`src/rtl/pcie_noc_downsizer.sv`:
```
// Receive-side width converter: wide PCIe endpoint words in, narrow BlueNoC beats out,
// least-significant lane first, with debug beat/message counters.
module pcie_noc_downsizer #(
  parameter  int IN_W  = 64,
  parameter  int OUT_W = 32,
  localparam int RATIO = IN_W / OUT_W,
  localparam int LW    = $clog2(RATIO) + 1
) (
  input  logic             CLK,
  input  logic             RST,
  input  logic [IN_W-1:0]  in_data,
  input  logic             in_last,
  input  logic [LW-1:0]    in_nlanes,
  input  logic             in_valid,
  output logic             in_ready,
  output logic [OUT_W-1:0] out_data,
  output logic             out_last,
  output logic             out_valid,
  input  logic             out_ready,
  output logic [31:0]      beat_cnt,
  output logic [15:0]      msg_cnt,
  output logic             err_nlanes
);

  localparam logic [LW-1:0] RATIO_L = LW'(RATIO);

  typedef enum logic {EMPTY, EMIT} state_t;

  typedef struct packed {
    logic [RATIO-1:0][OUT_W-1:0] data;
    logic                        last;
    logic [LW-1:0]               nlanes;
  } hold_t;

  state_t        state_q, state_d;
  hold_t         hold;
  logic [LW-1:0] idx, idx_d;
  logic          load, full, final_lane, in_xfer, out_xfer, nl_ok;
  logic [LW-1:0] in_eff;

  // Malformed lane counts fall back to a full word so no lane is silently dropped.
  assign nl_ok      = (in_nlanes != '0) && (in_nlanes <= RATIO_L);
  assign in_eff     = (in_last && nl_ok) ? in_nlanes : RATIO_L;
  assign full       = (state_q == EMIT);
  assign final_lane = (idx == hold.nlanes - LW'(1));

  assign in_ready  = !RST && (!full || (out_ready && final_lane));
  assign out_valid = full;
  assign out_last  = hold.last && final_lane;
  assign in_xfer   = in_valid && in_ready;
  assign out_xfer  = full && out_ready;

  always_comb begin
    out_data = '0;
    for (int k = 0; k < RATIO; k++)
      if (idx == LW'(k)) out_data = hold.data[k];
  end

  always_comb begin
    state_d = state_q;
    idx_d   = idx;
    load    = 1'b0;
    case (state_q)
      EMPTY: if (in_xfer) begin
        load    = 1'b1;
        idx_d   = '0;
        state_d = EMIT;
      end
      EMIT: if (out_xfer) begin
        if (!final_lane) idx_d = idx + LW'(1);
        else if (in_xfer) begin
          // Refill on the final beat keeps back-to-back words bubble-free.
          load  = 1'b1;
          idx_d = '0;
        end else begin
          idx_d   = '0;
          state_d = EMPTY;
        end
      end
      default: state_d = EMPTY;
    endcase
  end

  always_ff @(posedge CLK) begin
    if (RST) begin
      state_q    <= EMPTY;
      idx        <= '0;
      hold       <= '0;
      beat_cnt   <= '0;
      msg_cnt    <= '0;
      err_nlanes <= 1'b0;
    end else begin
      state_q <= state_d;
      idx     <= idx_d;
      if (load) begin
        hold.data   <= in_data;
        hold.last   <= in_last;
        hold.nlanes <= in_eff;
      end
      if (out_xfer) beat_cnt <= beat_cnt + 32'd1;
      if (out_xfer && out_last) msg_cnt <= msg_cnt + 16'd1;
      if (in_xfer && in_last && !nl_ok) err_nlanes <= 1'b1;
    end
  end

endmodule

```
`config.mk`:
```
export PLATFORM = sky130hd
export DESIGN_NAME = pcie_noc_downsizer
export DESIGN_NICKNAME = d
export VERILOG_FILES = /design/src/rtl/pcie_noc_downsizer.sv
export SDC_FILE = /design/constraint.sdc
export NUM_CORES = 1
export LEC_CHECK = 0
export ABC_AREA = 1
export ABC_CLOCK_PERIOD_IN_PS = 1800
export BUFFER_PORTS_ARGS = -buffer_cell sky130_fd_sc_hd__clkbuf_2
export CAP_MARGIN = 20
export CORE_MARGIN = 2
export CORE_UTILIZATION = 49
export CTS_CLUSTER_DIAMETER = 30
export DETAILED_ROUTE_END_ITERATION = 16
export PLACE_DENSITY = 0.86
export SKIP_CTS_REPAIR_TIMING = 1
export SLEW_MARGIN = 30
export SYNTH_ARGS = -nofsm -noshare
export SYNTH_HDL_FRONTEND = slang
export SYNTH_SLANG_ARGS = --single-unit
```
`constraint.sdc`:
```
create_clock -name CLK -period 1.8 [get_ports CLK]
set_input_delay 0.18 -clock CLK [delete_from_list [all_inputs] [get_ports CLK]]
set_output_delay 0.18 -clock CLK [all_outputs]
set_load 0.01 [all_outputs]
```
; Yosys cells after proc, flatten, opt, wreduce, memory -nomap -nowiden
; Cells that the tools add are included.
[totals]
memories = 0
mem_bits_ro = 0
in_bits = 71
latch_bits = 0
ram_bits = 0
register_bits = 119
wordCells = 50
out_inout_bits = 84
[classes]
shift = 0
magnitude_cmp = 1
n_mul = 0
bitwise_logic = 1
mux = 14
reduce_logical = 17
div_mod_pow = 0
addsub = 4
eq_ne = 4
[op_table]
columns = operator, count
row1 = two-way mux 32 bit, 2
row2 = adder 32 x 1 -> 32 bit (second input constant), 1
row3 = adder 16 x 1 -> 16 bit (second input constant), 1
row4 = logical AND 1 bit, 10
row5 = two-way mux 2 bit, 4
row6 = two-way mux 1 bit, 5
row7 = case mux 1 bit (2 select lines), 2
row8 = case mux 2 bit (2 select lines), 1
row9 = logical NOT 1 bit, 3
row10 = adder 2 x 1 -> 2 bit (second input constant), 1
row11 = == test 2 x 1 -> 1 bit (second input constant), 1
row12 = == test 2 bit, 1
row13 = <= comparator 2 bit (second input constant), 1
row14 = logical NOT 2 bit, 1
row15 = != test 2 x 1 -> 1 bit (second input constant), 1
row16 = != test 2 bit (second input constant), 1
row17 = AND reduction 2 bit, 1
row18 = nonzero test 2 bit, 1
row19 = subtractor 2 x 1 -> 2 bit (second input constant), 1
row20 = logical OR 1 bit, 1
row21 = NOT 1 bit, 1

; Logic depth before layout (Yosys ltp)
; Gate-level depths: netlist (run 1).
[depth]
depth_word = 10
ltp_mapped = 12
depth_no_buf = 11

; Least setup slack after synthesis (run 1)
; No wires, ideal clock.
[synth_path]
path_kind = reg2reg
from = reg msg_cnt[0]
to = reg msg_cnt[14]
synth_period_minus_slack_ps = 1510
slack_ps = 290
path_stages_with_launch = 8
path_buffers = 0
setup_ps = 132
t_arrival_ps = 1378
t_required_ps = 1668
cell_sequence = dfxtp_1 -> ha_1 -> nand2_1 -> nor3_1 -> nand3_1 -> xor2_1 -> nand2_1 -> a21oi_1
[synth_between]
elab_chain_cells = 1
[synth_rtl]
columns = element, line
row1 = from (decl), 21  ; output logic [15:0] msg_cnt,
row2 = from (signal assigned), 101  ; if (out_xfer && out_last) msg_cnt <= msg_cnt + 16'd1;
row3 = adder 16 x 1 -> 16 bit, 101
; No other way between the ends.
; A chain may end at the register's enable or synchronous reset.

; Final worst setup path (run 1)
[layout_path]
from = reg idx[1]
to = out out_data[17]
[layout_between]
elab_chain_cells = 3
word_cells_on_any_way = 4
classes_between = eq/ne: 1 / mux: 2 / reduce/logical: 1
[layout_rtl]
columns = element, line
row1 = from (decl), 37  ; logic [LW-1:0] idx, idx_d;
row2 = from (signal assigned), 94  ; idx <= idx_d;
row3 = logical NOT 2 bit, 56  ; if (idx == LW'(k)) out_data = hold.data[k];
row4 = two-way mux 32 bit, 56
row5 = two-way mux 32 bit *, 56
row6 = to (decl), 16  ; output logic [OUT_W-1:0] out_data,
; Mark *: on every way between the ends. The rest lies on a longest branch, timed or not.

==> run_results.csv, run 1 <==
group,metric,value,unit
global_routing,antenna_found_initial,0,
setup_path,critPathLaunchType,"flop",
sta,min_period,1830,ps
global_routing,grt_pass1_vias,5810,
setup_path,reg2reg_to,"beat_cnt[17]",
run_status,outcome,"finished with violations",
job,maxCapViolCount,0,
setup_path,reg2reg_depth,7,
min_path,min_to,"hold[47]",
sta,setup_viol,2,
logic_synthesis,synth_ff_type,"dfxtp_1",
die,die-area,12900,µm²
setup_path,rr_startpoint,"beat_cnt[0]",
sta,slew_headroom,0.745,
logic_synthesis,syn_inst,880,
pwr,ir_drop,0.691,mV
pwr,power.density,927,nW/µm²
min_path,hold_class,"primary input to flop",
logic_synthesis,syn_area,5860,µm²
sta,min_period_over_period,1.01,
min_path,hold_depth,3,
logic_synthesis,seq_area_frac_synth,0.406,
routing,drtIter0Drc,560,
pwr,p_total,7.26,mW
logic_synthesis,synth_area_leaders,"dfxtp_1 (41%), nand2_1 (18%), nand3_1 (15%)",
cells_and_area,area_growth,33.6,%
logic_synthesis,yosysWarnings,0,
setup_path,cp.required,1620,ps
cells_and_area,n_antenna_cell,0,
sta,fin_tns_setup,-32.8,ps
setup_path,crit_path_max_fanout,8,
die,dieWidth,113,µm
die,pin_count,155,
die,core_area,11600,µm²
logic_synthesis,ys_ff_latch,119,
run_status,violations,"negative hold slack, negative setup slack",
global_routing,grt.overflow.total,0,
clock_network,clkLatencyLatePin,410,ps
die,start_util,0.507,
placement,io_buffer_count,154,
clock_network,cts.sinks,119,
cells_and_area,fillers,920,
global_routing,grt_use_total,0.251,
cells_and_area,layout-drive-gt1-share,0.247,
clock_network,cts_max_path_buffers,2,
routing,wl,17600,µm
sta,tightest_slew,381,ps
logic_synthesis,synth_edf_count,0,
global_routing,grt_max_degree,65,
logic_synthesis,syn_nets,955,
global_routing,grt_pass1_wl,26300,µm
placement,dpl.hpwl,10700,µm
placement,place_inst,1152,
sta,whs,-10.3,ps
sta,setup_ws,-25.7,ps
clock_network,cts_buffers,17,
cells_and_area,fin_cells,1205,
routing,postRouteAntennaNets,0,
cells_and_area,layout.nets,1124,
logic_synthesis,syn_area_per_cell,6.66,µm²
min_path,hp-start,"in_data[44]",
routing,via_per_inst,5.49,
clock_network,clk_pin_slew_worst_paths,60,ps
sta,max_freq,548,MHz
cells_and_area,postLayoutCoreUtil,0.677,
sta,slew_violations,0,
setup_path,end_kind,"primary output",
clock_network,cts_root_buf,"clkbuf_16",
setup_path,arrival,1650,ps
cells_and_area,final_area,7830,µm²
setup_path,r2r_slack,100,ps
clock_network,cts_tree,"built",
routing,vias,6619,
logic_synthesis,yosysTopAreaCellShare,0.406,
die,fp-row-count,39,
logic_synthesis,synth_async_sr_flop_share,0,
sta,worst_clock_skew,9.25,ps
routing,dr.pass1.iters,7,
placement,gp_congestion,0.869,
setup_path,critPathKind,"flop to primary output",
placement,dpl_cell_area,6850,µm²
die,dieHeight,113,µm
sta,rsz0062_at_grt,"yes",
sta,hold_viol_final,14,
routing,post_drt_wl_per_cell,14.6,µm
routing,drc_errors,0,
logic_synthesis,synth_cell_types,34,
clock_network,h-tree-depth,4,
logic_synthesis,yosys.area.top_type,"dfxtp_1",
pwr,p_leak,3.60,nW
final cells by class:
| cell class | instances | area (µm²) | area share |
|---|---|---|---|
| inverters | 48 | 185 | 0.0236 |
| clock inverters | 11 | 169 | 0.0216 |
| repair buffers | 198 | 1310 | 0.167 |
| flip-flops and latches | 119 | 2390 | 0.305 |
| well taps | 143 | 179 | 0.0229 |
| multi-input cells | 665 | 3140 | 0.401 |
| clock buffers | 21 | 460 | 0.0588 |
metrics by stage:
step	setup WS, ps	hold WS, ps
3_3_place_gp	190	403
4_1_cts	-183	-19.1
2_1_floorplan	290	318
6_report	-25.7	-10.3
3_5_place_dp	113	408
5_1_grt	-82.9	0.170
metal layers:
| layer | routed length, µm | GRT usage | up-vias |
|---|---|---|---|
| met5 | 0 | 0 | - |
| met4 | 510 | 0.102 | 0 |
| met3 | 1330 | 0.0573 | 58 |
| met2 | 8470 | 0.412 | 341 |
| met1 | 7280 | 0.320 | 3010 |
| li1 | - | - | 3210 |
power breakdown:
part | switching [mW] | internal, mW | total [mW] | leakage, nW
clock network | 1.25 | 2.39 | 3.64 | 0.308
registers | 0.0678 | 2.75 | 2.82 | 0.973
logic | 0.465 | 0.334 | 0.799 | 2.32
cell usage after synthesis (all sizes together), types with 2 or more instances:
cell type  instances
a21oi             40
xor2               9
nand2            280
dfxtp            119
nand3b             6
inv               48
xnor2              2
nor3              17
o21bai             2
nand3            183
ha                 4
o21ai             18
nor2              93
buf               23
a21boi             2
clkbuf            25
nand4              6
worst max-delay path, cell delays in order (launching register included):
cell and delay [ps]:
dfxtp_2 360, inv_4 60, ha_2 200, inv_4 120, buf_12 140, nand3_1 110, nand2_1 110, clkbuf_2 140
how the worst max path moves through the flow:
stage	start	endpoint	depth (start not counted)
after floorplan	msg_cnt[0]	msg_cnt[14]	7
after global placement	beat_cnt[0]	beat_cnt[10]	8
after detailed placement	beat_cnt[0]	beat_cnt[10]	8
after CTS	idx[1]	in_ready	8
after global routing	idx[1]	out_data[17]	7
final	idx[1]	out_data[17]	7
layout by cell type, fill, tap and decap left out, types with 5 or more instances in the layout:
| cell type | count |
|---|---|
| clkbuf_2 | 153 |
| o21ai_0 | 15 |
| nand2_1 | 272 |
| buf_12 | 7 |
| clkbuf_16 | 22 |
| dfxtp_1 | 115 |
| nand3_2 | 5 |
| nor3_1 | 15 |
| a21oi_1 | 39 |
| buf_4 | 23 |
| xor2_1 | 9 |
| dlygate4sd3_1 | 8 |
| nand3_1 | 176 |
| nor2_1 | 86 |
| inv_2 | 5 |
| nand2_2 | 6 |
| nand4_1 | 5 |
| nand3b_1 | 6 |
| inv_1 | 41 |
cells by family (layout without fill, tap and decap cells):
logic type	after synthesis	count (layout)	synth area share
AOI/OAI and AO/OA	64	64	0.0583
buffers and inverters	96	278	0.0685
adders and majority gates	4	4	0.00854
and+or+nand+nor	586	586	0.442
DFF	119	119	0.406
xor gates and xnor gates	11	11	0.0164
sequential cells by signal (all words and copies together), names as in the netlist:
signal      cells
hold           67
msg_cnt        16
out_valid       1
idx             2
err_nlanes      1
beat_cnt       32
No activity file was read; power rests on OpenSTA's default activity.
==> inputs of run 2 (changes only) <==
Settings changed: PLACE_DENSITY 0.86 to 0.71.
==> run_results.csv, run 2 (synthesis results as in run 1) <==
group,metric,value,unit
setup_path,arrival,1560,ps
cells_and_area,fin_cells,1198,
setup_path,critPathKind,"flop to primary output",
sta,max_freq,575,MHz
sta,hold_viol_final,25,
min_path,hp-start,"in_data[53]",
cells_and_area,layout.nets,1117,
cells_and_area,final_area,7720,µm²
pwr,power.switching,1.70,mW
die,start_util,0.507,
sta,slew_violations,0,
setup_path,crit_path_max_fanout,8,
clock_network,cts_root_buf,"clkbuf_16",
die,fp-row-count,39,
min_path,hold_depth,3,
die,dieWidth,113,µm
global_routing,grt.overflow.total,0,
setup_path,reg2reg_depth,7,
cells_and_area,final_common_cell,"nand2_1",
pwr,p_int,5.49,mW
pwr,p_total,7.19,mW
global_routing,antenna_found_initial,0,
die,core_area,11600,µm²
routing,vias,6339,
cells_and_area,n_antenna_cell,0,
placement,place_inst,1157,
cells_and_area,largest_reg_flops,67,
routing,wl,17200,µm
pwr,power.density,932,nW/µm²
placement,dpl.hpwl,11100,µm
routing,drc_errors,0,
global_routing,grt_pass1_vias,5705,
setup_path,end_kind,"primary output",
placement,dpl_cell_area,6870,µm²
sta,whs,-14.3,ps
global_routing,grt_use_total,0.257,
cells_and_area,layout-drive-gt1-share,0.238,
global_routing,grt_pass1_wl,26700,µm
sta,min_period,1740,ps
clock_network,cts_max_path_buffers,2,
pwr,p_comb_frac,0.105,
clock_network,cts_buffers,17,
sta,tightest_slew,461,ps
pwr,p_leak,3.56,nW
setup_path,cp.required,1620,ps
sta,worst_clock_skew,9.71,ps
routing,dr.pass1.iters,5,
cells_and_area,reg_top3,"hold (67), beat_cnt (32), msg_cnt (16)",
clock_network,h-tree-depth,4,
global_routing,grt_max_degree,65,
min_path,min_to,"hold[56]",
placement,place_ws,122,ps
setup_path,reg2reg_to,"beat_cnt[13]",
routing,via_per_inst,5.29,
routing,postRouteAntennaNets,0,
job,maxCapViolCount,0,
die,pin_count,155,
run_status,violations,"negative hold slack",
die,die-area,12900,µm²
routing,post_drt_wl_per_cell,14.4,µm
placement,io_buffer_count,154,
setup_path,rr_startpoint,"beat_cnt[0]",
pwr,pwr-share-seq,0.392,
sta,slew_headroom,0.693,
routing,drtIter0Drc,635,
run_status,outcome,"finished with violations",
placement,gp_congestion,0.880,
clock_network,cts_tree,"built",
clock_network,cts.sinks,119,
cells_and_area,top_register,"hold",
sta,setup_ws,60.6,ps
die,dieHeight,113,µm
cells_and_area,area_growth,31.7,%
cells_and_area,final_cell_mix,"nand2_1 (275), nand3_1 (179), clkbuf_2 (154), dfxtp_1 (117), nor2_1 (86)",
clock_network,clk_pin_slew_worst_paths,50,ps
setup_path,critPathLaunchType,"flop",
sta,min_period_over_period,0.966,
setup_path,r2r_slack,140,ps
pwr,clkPwrFrac,0.504,
cells_and_area,fillers,1067,
sta,setup_viol,0,
clock_network,clkLatencyLatePin,420,ps
pwr,swShare,0.237,
min_path,hold_class,"primary input to flop",
pwr,ir_drop,0.754,mV
run 2: changes by cell type in the layout (fill, tap and decap cells not counted), sizes merged:
| cell | change |
|---|---|
| buf | -3 |
| bufinv | -1 |
| clkbuf | +4 |
| clkinv | -1 |
| dlygate4sd3 | -4 |
| inv | -2 |
run 2: stage by stage:
stage,TNS [ps],hold WS [ps],utilization
global placement,0,405,0.594
CTS,-2490,-26.6,0.649
finish,0,-14.3,0.668
detailed placement,0,408,0.594
floorplan,0,318,-
global route,-11.2,2.52,0.668
run 2: how the worst max path moves through the flow:
stage,from,end,slack [ps],depth (start not counted)
2_1_floorplan,msg_cnt[0],msg_cnt[14],290,7
3_3_place_gp,beat_cnt[0],beat_cnt[10],130,8
3_5_place_dp,beat_cnt[1],beat_cnt[10],120,8
4_1_cts,idx[0],out_data[10],-120,5
5_1_grt,beat_cnt[1],beat_cnt[17],-10,7
6_report,idx[1],out_data[30],60,7
run 2: critical path, stage by stage, from the launching register on:
cell and delay, ps:
dfxtp_2 340, inv_2 70, ha_4 200, inv_8 90, clkbuf_16 160, nand3_1 70
nand2_1 80, clkbuf_2 130
run 2: final cells by class:
class	count	area [µm²]	area share
clock inverter	7	113	0.0146
clock buffer	25	526	0.0681
timing repair buffer	191	1210	0.156
inverter	48	188	0.0243
tap	143	179	0.0232
multi-input combinational	665	3120	0.405
sequential	119	2380	0.309
run 2: power groups by stage:
| stage | Clock [mW] | Combinational, mW | Sequential, mW |
|---|---|---|---|
| 5_1_grt | 3.79 | 0.824 | 2.83 |
| 3_5_place_dp | 0 | 0.672 | 2.87 |
| 2_1_floorplan | 0 | 0.398 | 2.86 |
| 3_3_place_gp | 0 | 0.669 | 2.87 |
| 4_1_cts | 3.66 | 0.676 | 2.81 |
| 6_report | 3.62 | 0.752 | 2.82 |
run 2: per-layer routing:
layer | global-route usage | up-vias | share of wire
met5 | 0 | - | 0
met4 | 0.0967 | 0 | 0.014
met3 | 0.0691 | 24 | 0.068
met2 | 0.404 | 233 | 0.46
met1 | 0.339 | 2888 | 0.45
li1 | - | 3194 | -
